<file path="config.mk">
export PLATFORM = sky130hd
export DESIGN_NAME = fresh_prng_source_flat
export DESIGN_NICKNAME = d
export VERILOG_FILES = /design/src/rtl/fresh_prng_source_if.sv /design/src/rtl/fresh_prng_source.sv /design/src/flat_wrapper.sv
export SDC_FILE = /design/constraint.sdc
export NUM_CORES = 1
export LEC_CHECK = 0
export ABC_AREA = 1
export CAP_MARGIN = 20
export CORE_ASPECT_RATIO = 1.25
export CORE_MARGIN = 2
export CORE_UTILIZATION = 44
export CTS_CLUSTER_SIZE = 40
export DETAILED_ROUTE_END_ITERATION = 12
export GPL_TIMING_DRIVEN = 1
export MAX_ROUTING_LAYER = met4
export PLACE_DENSITY = 0.65
export SLEW_MARGIN = 20
export SYNTH_ARGS = -nofsm -noshare
export SYNTH_HDL_FRONTEND = slang
export SYNTH_SLANG_ARGS = --single-unit
</file>
<file path="constraint.sdc">
create_clock -name clk -period 3 [get_ports clk]
set_input_delay 0.6 -clock clk [delete_from_list [all_inputs] [get_ports clk]]
set_output_delay 0.6 -clock clk [all_outputs]
set_load 0.05 [all_outputs]
</file>
<file path="src/rtl/fresh_prng_source_if.sv">
// rtl/fresh_prng_source_if.sv - seed input and Fresh output handshake bundle for fresh_prng_source
interface fresh_prng_source_if;
  logic [31:0] seed_in;
  logic        seed_valid;
  logic        seed_ready;
  logic [95:0] Fresh;
  logic        fresh_valid;
  logic        fresh_ready;
  logic        busy;
  logic        health_alarm;

  modport master (
    input  seed_in, seed_valid, fresh_ready,
    output seed_ready, Fresh, fresh_valid, busy, health_alarm
  );

  modport slave (
    output seed_in, seed_valid, fresh_ready,
    input  seed_ready, Fresh, fresh_valid, busy, health_alarm
  );
endinterface

</file>
<file path="src/rtl/fresh_prng_source.sv">
// rtl/fresh_prng_source.sv - xorshift128 fresh randomness source, 96 bits per transfer (optional FRESH_HEALTH_EN)
module fresh_prng_source #(
  parameter int unsigned WARMUP_STEPS = 16,
  parameter int unsigned SEED_WORDS   = 4
) (
  input  logic                 clk,
  input  logic                 rst,
  fresh_prng_source_if.master  bus
);

  if (SEED_WORDS != 4 || WARMUP_STEPS > 255) begin : g_param_check
    $error("fresh_prng_source: SEED_WORDS must be 4 and WARMUP_STEPS must be 0..255");
  end

  localparam logic [7:0] WARM = WARMUP_STEPS[7:0];

  typedef enum logic [2:0] {
    ST_UNSEEDED,
    ST_SEED,
    ST_WARMUP,
    ST_RUN,
    ST_RUN_HALT
  } state_t;

  // One xorshift128 step: new w from the oldest word x and newest word w.
  function automatic logic [31:0] xs_out(input logic [31:0] a, input logic [31:0] w);
    logic [31:0] t;
    t = a ^ (a << 11);
    return w ^ (w >> 19) ^ t ^ (t >> 8);
  endfunction

  state_t      state_q, state_d;
  logic [31:0] x_q, y_q, z_q, w_q;
  logic [31:0] x_d, y_d, z_d, w_d;
  logic [1:0]  idx_q, idx_d;
  logic [7:0]  cnt_q, cnt_d;
  logic        fresh_valid_q, fresh_valid_d;
  logic        seed_ready_q, seed_ready_d;
  logic        busy_q, busy_d;

  logic        seed_acc, fresh_acc, reseed;
  logic [31:0] seed_w, chain_w, o1, o2, o3;

`ifdef FRESH_HEALTH_EN
  logic [95:0] prev_q, prev_d;
  logic        prev_vld_q, prev_vld_d;
  logic        alarm_q, alarm_d;
`endif

  // Next-state logic. After three chained steps the state is {w0, o1, o2, o3},
  // so y/z/w already hold the three outputs and double as the Fresh register.
  always_comb begin
    state_d = state_q;
    x_d     = x_q;
    y_d     = y_q;
    z_d     = z_q;
    w_d     = w_q;
    idx_d   = idx_q;
    cnt_d   = cnt_q;
`ifdef FRESH_HEALTH_EN
    prev_d     = prev_q;
    prev_vld_d = prev_vld_q;
    alarm_d    = alarm_q;
`endif

    seed_acc  = bus.seed_valid & seed_ready_q;
    fresh_acc = fresh_valid_q & bus.fresh_ready;
    reseed    = seed_acc && (state_q == ST_UNSEEDED || state_q == ST_RUN ||
                             state_q == ST_RUN_HALT);

    // The all-zero state is a fixed point of xorshift, so the last seed word is patched.
    seed_w  = ((x_q | y_q | z_q | bus.seed_in) == 32'd0) ? 32'd1 : bus.seed_in;
    chain_w = (state_q == ST_SEED) ? seed_w : w_q;
    o1      = xs_out(x_q, chain_w);
    o2      = xs_out(y_q, o1);
    o3      = xs_out(z_q, o2);

    if (reseed) begin
      x_d     = bus.seed_in;
      idx_d   = 2'd1;
      state_d = ST_SEED;
`ifdef FRESH_HEALTH_EN
      prev_vld_d = 1'b0;
      alarm_d    = 1'b0;
`endif
    end else begin
      case (state_q)
        ST_SEED: begin
          if (seed_acc) begin
            idx_d = idx_q + 2'd1;
            case (idx_q)
              2'd1: y_d = bus.seed_in;
              2'd2: z_d = bus.seed_in;
              default: begin
                // Prime the generator on the final word so the first Fresh is ready at once.
                x_d = chain_w;
                y_d = o1;
                z_d = o2;
                w_d = o3;
                if (WARM == 8'd0) begin
                  state_d = ST_RUN;
                end else begin
                  state_d = ST_WARMUP;
                  cnt_d   = WARM;
                end
              end
            endcase
          end
        end
        ST_WARMUP: begin
          x_d   = chain_w;
          y_d   = o1;
          z_d   = o2;
          w_d   = o3;
          cnt_d = cnt_q - 8'd1;
          if (cnt_q == 8'd1) state_d = ST_RUN;
        end
        ST_RUN: begin
          if (fresh_acc) begin
`ifdef FRESH_HEALTH_EN
            if (prev_vld_q && ({w_q, z_q, y_q} == prev_q)) begin
              alarm_d = 1'b1;
              state_d = ST_RUN_HALT;
            end else begin
              prev_d     = {w_q, z_q, y_q};
              prev_vld_d = 1'b1;
              x_d = chain_w;
              y_d = o1;
              z_d = o2;
              w_d = o3;
            end
`else
            x_d = chain_w;
            y_d = o1;
            z_d = o2;
            w_d = o3;
`endif
          end
        end
        default: ;
      endcase
    end

    fresh_valid_d = (state_d == ST_RUN);
    seed_ready_d  = (state_d != ST_WARMUP);
    busy_d        = (state_d == ST_SEED) || (state_d == ST_WARMUP);
  end

  // State and registered outputs, synchronous reset.
  always_ff @(posedge clk) begin
    if (rst) begin
      state_q       <= ST_UNSEEDED;
      x_q           <= 32'd0;
      y_q           <= 32'd0;
      z_q           <= 32'd0;
      w_q           <= 32'd0;
      idx_q         <= 2'd0;
      cnt_q         <= 8'd0;
      fresh_valid_q <= 1'b0;
      seed_ready_q  <= 1'b1;
      busy_q        <= 1'b0;
    end else begin
      state_q       <= state_d;
      x_q           <= x_d;
      y_q           <= y_d;
      z_q           <= z_d;
      w_q           <= w_d;
      idx_q         <= idx_d;
      cnt_q         <= cnt_d;
      fresh_valid_q <= fresh_valid_d;
      seed_ready_q  <= seed_ready_d;
      busy_q        <= busy_d;
    end
  end

`ifdef FRESH_HEALTH_EN
  // Repetition monitor state; the alarm is sticky until reset or reseed.
  always_ff @(posedge clk) begin
    if (rst) begin
      prev_q     <= 96'd0;
      prev_vld_q <= 1'b0;
      alarm_q    <= 1'b0;
    end else begin
      prev_q     <= prev_d;
      prev_vld_q <= prev_vld_d;
      alarm_q    <= alarm_d;
    end
  end
  assign bus.health_alarm = alarm_q;
`else
  assign bus.health_alarm = 1'b0;
`endif

  assign bus.Fresh       = fresh_valid_q ? {w_q, z_q, y_q} : 96'd0;
  assign bus.fresh_valid = fresh_valid_q;
  assign bus.seed_ready  = seed_ready_q;
  assign bus.busy        = busy_q;

endmodule

</file>
<file path="src/flat_wrapper.sv">
// flat-port wrapper written by rule: the top's interface ports become plain ports
module fresh_prng_source_flat 
#(
  parameter int unsigned WARMUP_STEPS = 16,
  parameter int unsigned SEED_WORDS   = 4
)
  (clk, rst, bus_seed_in, bus_seed_valid, bus_fresh_ready, bus_seed_ready, bus_Fresh, bus_fresh_valid, bus_busy, bus_health_alarm);
  fresh_prng_source_if bus_i ();
  input  logic clk;
  input  logic rst;
  input wire logic [$bits(bus_i.seed_in)-1:0] bus_seed_in;
  input wire logic [$bits(bus_i.seed_valid)-1:0] bus_seed_valid;
  input wire logic [$bits(bus_i.fresh_ready)-1:0] bus_fresh_ready;
  output wire logic [$bits(bus_i.seed_ready)-1:0] bus_seed_ready;
  output wire logic [$bits(bus_i.Fresh)-1:0] bus_Fresh;
  output wire logic [$bits(bus_i.fresh_valid)-1:0] bus_fresh_valid;
  output wire logic [$bits(bus_i.busy)-1:0] bus_busy;
  output wire logic [$bits(bus_i.health_alarm)-1:0] bus_health_alarm;
  assign bus_i.seed_in = bus_seed_in;
  assign bus_i.seed_valid = bus_seed_valid;
  assign bus_i.fresh_ready = bus_fresh_ready;
  assign bus_seed_ready = bus_i.seed_ready;
  assign bus_Fresh = bus_i.Fresh;
  assign bus_fresh_valid = bus_i.fresh_valid;
  assign bus_busy = bus_i.busy;
  assign bus_health_alarm = bus_i.health_alarm;
  fresh_prng_source #(.WARMUP_STEPS(WARMUP_STEPS), .SEED_WORDS(SEED_WORDS)) u_core (.clk(clk), .rst(rst), .bus(bus_i));
endmodule
</file>
After elaboration in Yosys (flattened, before gate mapping). Cells that the tools add are included.

Multiplexer cells: 31. Shift-type cells: 0. Reduce and logical (&&, ||, !) cells: 20. $mul: 0. Equality and inequality tests: 19. Divide/modulo/power cells: 0. $lt $le $gt $ge: 0. Add/sub/neg operators: 2. Bitwise logic cells: 18.

Operator list (number): $mux 32 (13); $pmux 32 s3 (4); $xor 32x32->32 (6); $pmux 32 s2 (2); $mux 96 (1); $or 32x32->32 (3); $xor 32x13->32 (3); $xor 32x24->32 (3); $logic_not 32->1 (1); $mux 8 (2); $pmux 8 s2 (1); $reduce_and 5->1 (3); $eq 3x2->1 const B (4); $mux 3 (4); $eq 8x1->1 const B (1); $reduce_and 4->1 (2); $sub 8x1->8 const B (1); $eq 3x1->1 const B (2); $ne 2x2->1 const B (3); $ne 3x1->1 const B (2); $ne 3x2->1 const B (2); $pmux 3 s2 (1); $reduce_bool 2->1 (3); $ne 2x1->1 const B (2); 14 further kinds (21).

Input bits: 36. Register bits: 144. Memory bits (read-only): 0. Word-level logic and storage cells: 101. Memory bits (writable): 0. Memories: 0. Bits in latches: 0.

Logic depth before layout (Yosys ltp).
Depth in word-level cells: 18. Mapped depth: 19. Mapped depth without buffers: 18.

Worst setup path after synthesis. Ideal clock, no wire load.

Path kind: flip-flop to output port. Start point: register u_core.fresh_valid_q (netlist: u_core.bus.fresh_valid). End point: output bus_Fresh[55]. Path buffers: 3. Arrival: 1817 ps. Slack: 583 ps. Stages on the path, launching flop included: 6. Cell sequence: dfxtp_1 -> clkbuf_1 -> clkbuf_1 -> clkbuf_1 -> nand2_1 -> inv_1.

Word-level cells in the longest chain between the ends: 1.

Ends and longest elaborated chain: start: declaration (line fresh_prng_source.sv:37) `logic fresh_valid_q, fresh_valid_d;`; start signal: assignment (line fresh_prng_source.sv:170) `fresh_valid_q <= fresh_valid_d;`; $mux 96 (line fresh_prng_source.sv:194) `assign bus.Fresh = fresh_valid_q ? {w_q, z_q, y_q} : 96'd0;`; end: declaration (line flat_wrapper.sv:15) `output wire logic [$bits(bus_i.Fresh)-1:0] bus_Fresh;`.

No other way between the ends.

Worst setup path after layout.
Start point: register u_core.state_q[0]. End point: register u_core.w_q[5].

Word-level cells in the longest chain between the ends: 14. Elaborated cells on any way between the ends: 28.

Ends and longest elaborated chain: start: declaration (line fresh_prng_source.sv:32) `state_t state_q, state_d;`; start signal: assignment (line fresh_prng_source.sv:163) `state_q <= state_d;`; $eq 3x1->1 (line fresh_prng_source.sv:73, fresh_prng_source.sv:87); $mux 32 (line fresh_prng_source.sv:73) `chain_w = (state_q == ST_SEED) ? seed_w : w_q;`; $xor 32x13->32 (line fresh_prng_source.sv:29) `return w ^ (w >> 19) ^ t ^ (t >> 8);`; $xor 32x32->32 (line fresh_prng_source.sv:29); $xor 32x24->32 (line fresh_prng_source.sv:29); $xor 32x13->32 (line fresh_prng_source.sv:29); $xor 32x32->32 (line fresh_prng_source.sv:29); $xor 32x24->32 (line fresh_prng_source.sv:29); $xor 32x13->32 (line fresh_prng_source.sv:29); $xor 32x32->32 (line fresh_prng_source.sv:29); $xor 32x24->32 (line fresh_prng_source.sv:29); $mux 32 (line fresh_prng_source.sv:91) `case (idx_q)`; $mux 32 (line fresh_prng_source.sv:89) `if (seed_acc) begin`; $pmux 32 s3 (line fresh_prng_source.sv:87) `case (state_q)`; end signal: assignment (line fresh_prng_source.sv:167) `w_q <= w_d;`; end: declaration (line fresh_prng_source.sv:33) `logic [31:0] x_q, y_q, z_q, w_q;`.

Parallel ways exist; a longest one is shown, timed or not. The select of a mux whose other input is x is not followed. A chain may end at the register's enable or synchronous reset.

==> run metrics <==
status finished clean; final-layout fill cell count 2,541; synthesized net count 1,802; Area after DPL 12,950 um2; Starting Density 44.92%; Endpoint, Worst Hold u_core.cnt_q[1]$_SDFFE_PP0P_; Post-CTS Setup Repair Bufs 0; fraction of layout cells with a size suffix above 1 8.031%; Setup violations, final 0; top cell type by total area after synthesis dfxtp_1; cell area after layout 13,550 um2; Critical Path Fanout Max 28; Hold Path Stages 2; Syn. warnings 0; Syn Area/Cell 6.247 um2; Main synth FF type dfxtp_1; post-synthesis register bit count 144; worst hold-check path type reg -> reg; GRT Resource Usage Total 34.80%; period utilization 89.94%; initial antenna violation count 0; top cells by area, synth dfxtp_1 26%, nand2_1 15%, xnor2_1 9.3%; Post-CTS Hold Fix Bufs 0; Cells after Synth 1,762; total of max-cap violations 0; I/O pins 136; wire length of the first global-routing pass 67,710 um; Sink Count 144; clock latency at the later pin of the worst-skew pair 0.44 ns; largest net degree at the start of global routing 73; IO buf count 134; Longest Clk Path Bufs 2; commonest cells in the netlist 451 x nand2_1, 272 x inv_1, 187 x a21oi_1; Root Buffer clkbuf_16; first-pass iteration count of the detailed router 5; die height 180.8 um; Critical Path Sink Type register; GP Congestion 1.026; crit path DAT 3.03 ns; Fin. Hold Viols 0; CTS tree yes; Synth cell types 39; setup slack, reg-to-reg 0.30 ns; Clk pin slew, worst setup/hold paths 0.07 ns; area share of the largest cell type after synthesis 26.19%; number of flops mapped to enable cells by yosys 0; worst slack, placed -0.1028 ns; register area share after synthesis 26.19%; r2r worst-path depth 15; Clock Skew 0.01348 ns; Vias 11,995; crit path time final 2.698 ns; Multi-input gate area 6755 um2; global route overflow 0; TritonCTS Buffers 17; DR WL/cell 20.10 um; vias in the first global route 10,947; Reg area 2887 um2; RSZ-0062 raised after global routing false; row count 64; number of remaining DRC errors 0; number of H-tree levels 4; Resize count post-CTS 0; worst-margin pin slew 0.9715 ns; Critical Path RT 3.33 ns; NumNets Final 1,932; Die W 145.5 um; M1 wire length 18,570 um; pins over their slew limit 0; total negative setup slack 0 ns; Post-Route WL 44,920 um; Final WS setup 0.3019 ns; Iter 0 DRT Violations 1,278; core area 24,500 um2; Slew HR 34.99%; met2 wire len 19,770 um; ANT cells 0; ys async rst share 0%; die area 26,300 um2; FMAX 370.6 MHz; HP Start u_core.cnt_q[1]$_SDFFE_PP0P_; Final ANT Viol Nets 0; Syn-to-layout area delta 23.10%; worst r2r dst u_core.w_q[5]$_SDFFE_PP0P_; type of the worst setup path reg -> reg; worst hold slack 0.4625 ns; dpl hpwl 34,580 um; top-count cell post-synth nand2_1; Crit Reg-Reg Startpoint u_core.state_q[0]$_SDFF_PP0_; Highest Signal Layer met4; CP Launch Type register; Via-to-Cell Ratio 5.367; DR WL met3 3830 um; mapped cell area 11,010 um2
## metal layers
| metal | vias to the layer above | GRT usage, % |
|---|---|---|
| met2 | 644 | 52.80 |
| met4 | 0 | 18.51 |
| li1 | 5714 | - |
| met5 | - | - |
| met3 | 115 | 5.202 |
| met1 | 5522 | 44.72 |
## registers in the layout (all words and copies together), names as in the netlist
name / flops
u_core.bus.fresh_valid: 1
u_core.bus.seed_ready: 1
u_core.bus.busy: 1
u_core.idx_q: 2
u_core.w_q: 32
u_core.x_q: 32
u_core.z_q: 32
u_core.cnt_q: 8
u_core.y_q: 32
u_core.state_q: 3
## through the flow
| step | util (%) | std cells |
|---|---|---|
| 6_report | 55.30 | 2235 |
| 5_1_grt | 55.30 | 2235 |
| 4_1_cts | 55.30 | 2235 |
| 3_5_place_dp | 52.85 | 2203 |
| 3_3_place_gp | 52.85 | 2203 |
| 2_1_floorplan | - | 1762 |
## worst max-delay path, cell delays in order, from the launching register on
cell	delay, ns
dfxtp_1	0.36
inv_2	0.08
nor2_4	0.04
nand2_4	0.17
buf_4	0.37
nand2_1	0.20
o21ai_4	0.16
nand2_1	0.13
nand2_2	0.14
xor2_2	0.41
xor2_1	0.23
inv_1	0.06
nand2_1	0.06
nand3_1	0.07
nand2_1	0.07
inv_1	0.04
## cells by family after synthesis
logic type,Yosys count,synth area share (%)
AOI/OAI and AO/OA,367,18.32
other,1,0.03407
DFF,144,26.19
buffers and inverters,358,12.53
xor gates and xnor gates,224,18.30
and+or+nand+nor,664,24.17
adders and majority gates,4,0.4547
## how the worst max path moves through the flow
| stage | startpoint | to | slack (ns) | cells after the start |
|---|---|---|---|---|
| after CTS | u_core.bus.fresh_valid$_SDFF_PP0_ | bus_Fresh[91] | 0.32 | 4 |
| final | u_core.state_q[0]$_SDFF_PP0_ | u_core.w_q[5]$_SDFFE_PP0P_ | 0.30 | 15 |
| after detailed placement | bus_seed_in[31] | u_core.w_q[12]$_SDFFE_PP0P_ | -0.10 | 12 |
| after global routing | u_core.state_q[0]$_SDFF_PP0_ | u_core.w_q[5]$_SDFFE_PP0P_ | 0.11 | 16 |
| after global placement | bus_seed_in[31] | u_core.w_q[12]$_SDFFE_PP0P_ | -0.11 | 12 |
| after floorplan | u_core.bus.fresh_valid$_SDFF_PP0_ | bus_Fresh[55] | 0.58 | 5 |
## layout make-up
cell class              count  share of cell area [%]
repair buffers            193                   13.72
well taps                 330                   3.047
clock inverters            14                   1.256
clock buffers              18                   3.167
inverters                 276                   7.646
flip-flops and latches    144                   21.30
multi-input cells        1260                   49.86
## cell usage in the layout, fill, tap and decap left out, drive strengths merged, types with 6 or more instances in the layout
master	instances
nor2	135
a21oi	187
a221oi	7
o21bai	6
xor2	107
nand3	42
dfxtp	144
nand2	453
nand4	6
xnor2	117
clkbuf	18
nand3b	9
o21ai	146
o211ai	14
inv	283
or2	14
clkdlybuf4s50	115
buf	78
Power is not shown: default switching activity piles up to over one toggle a cycle in this logic, so the estimate is an artifact.
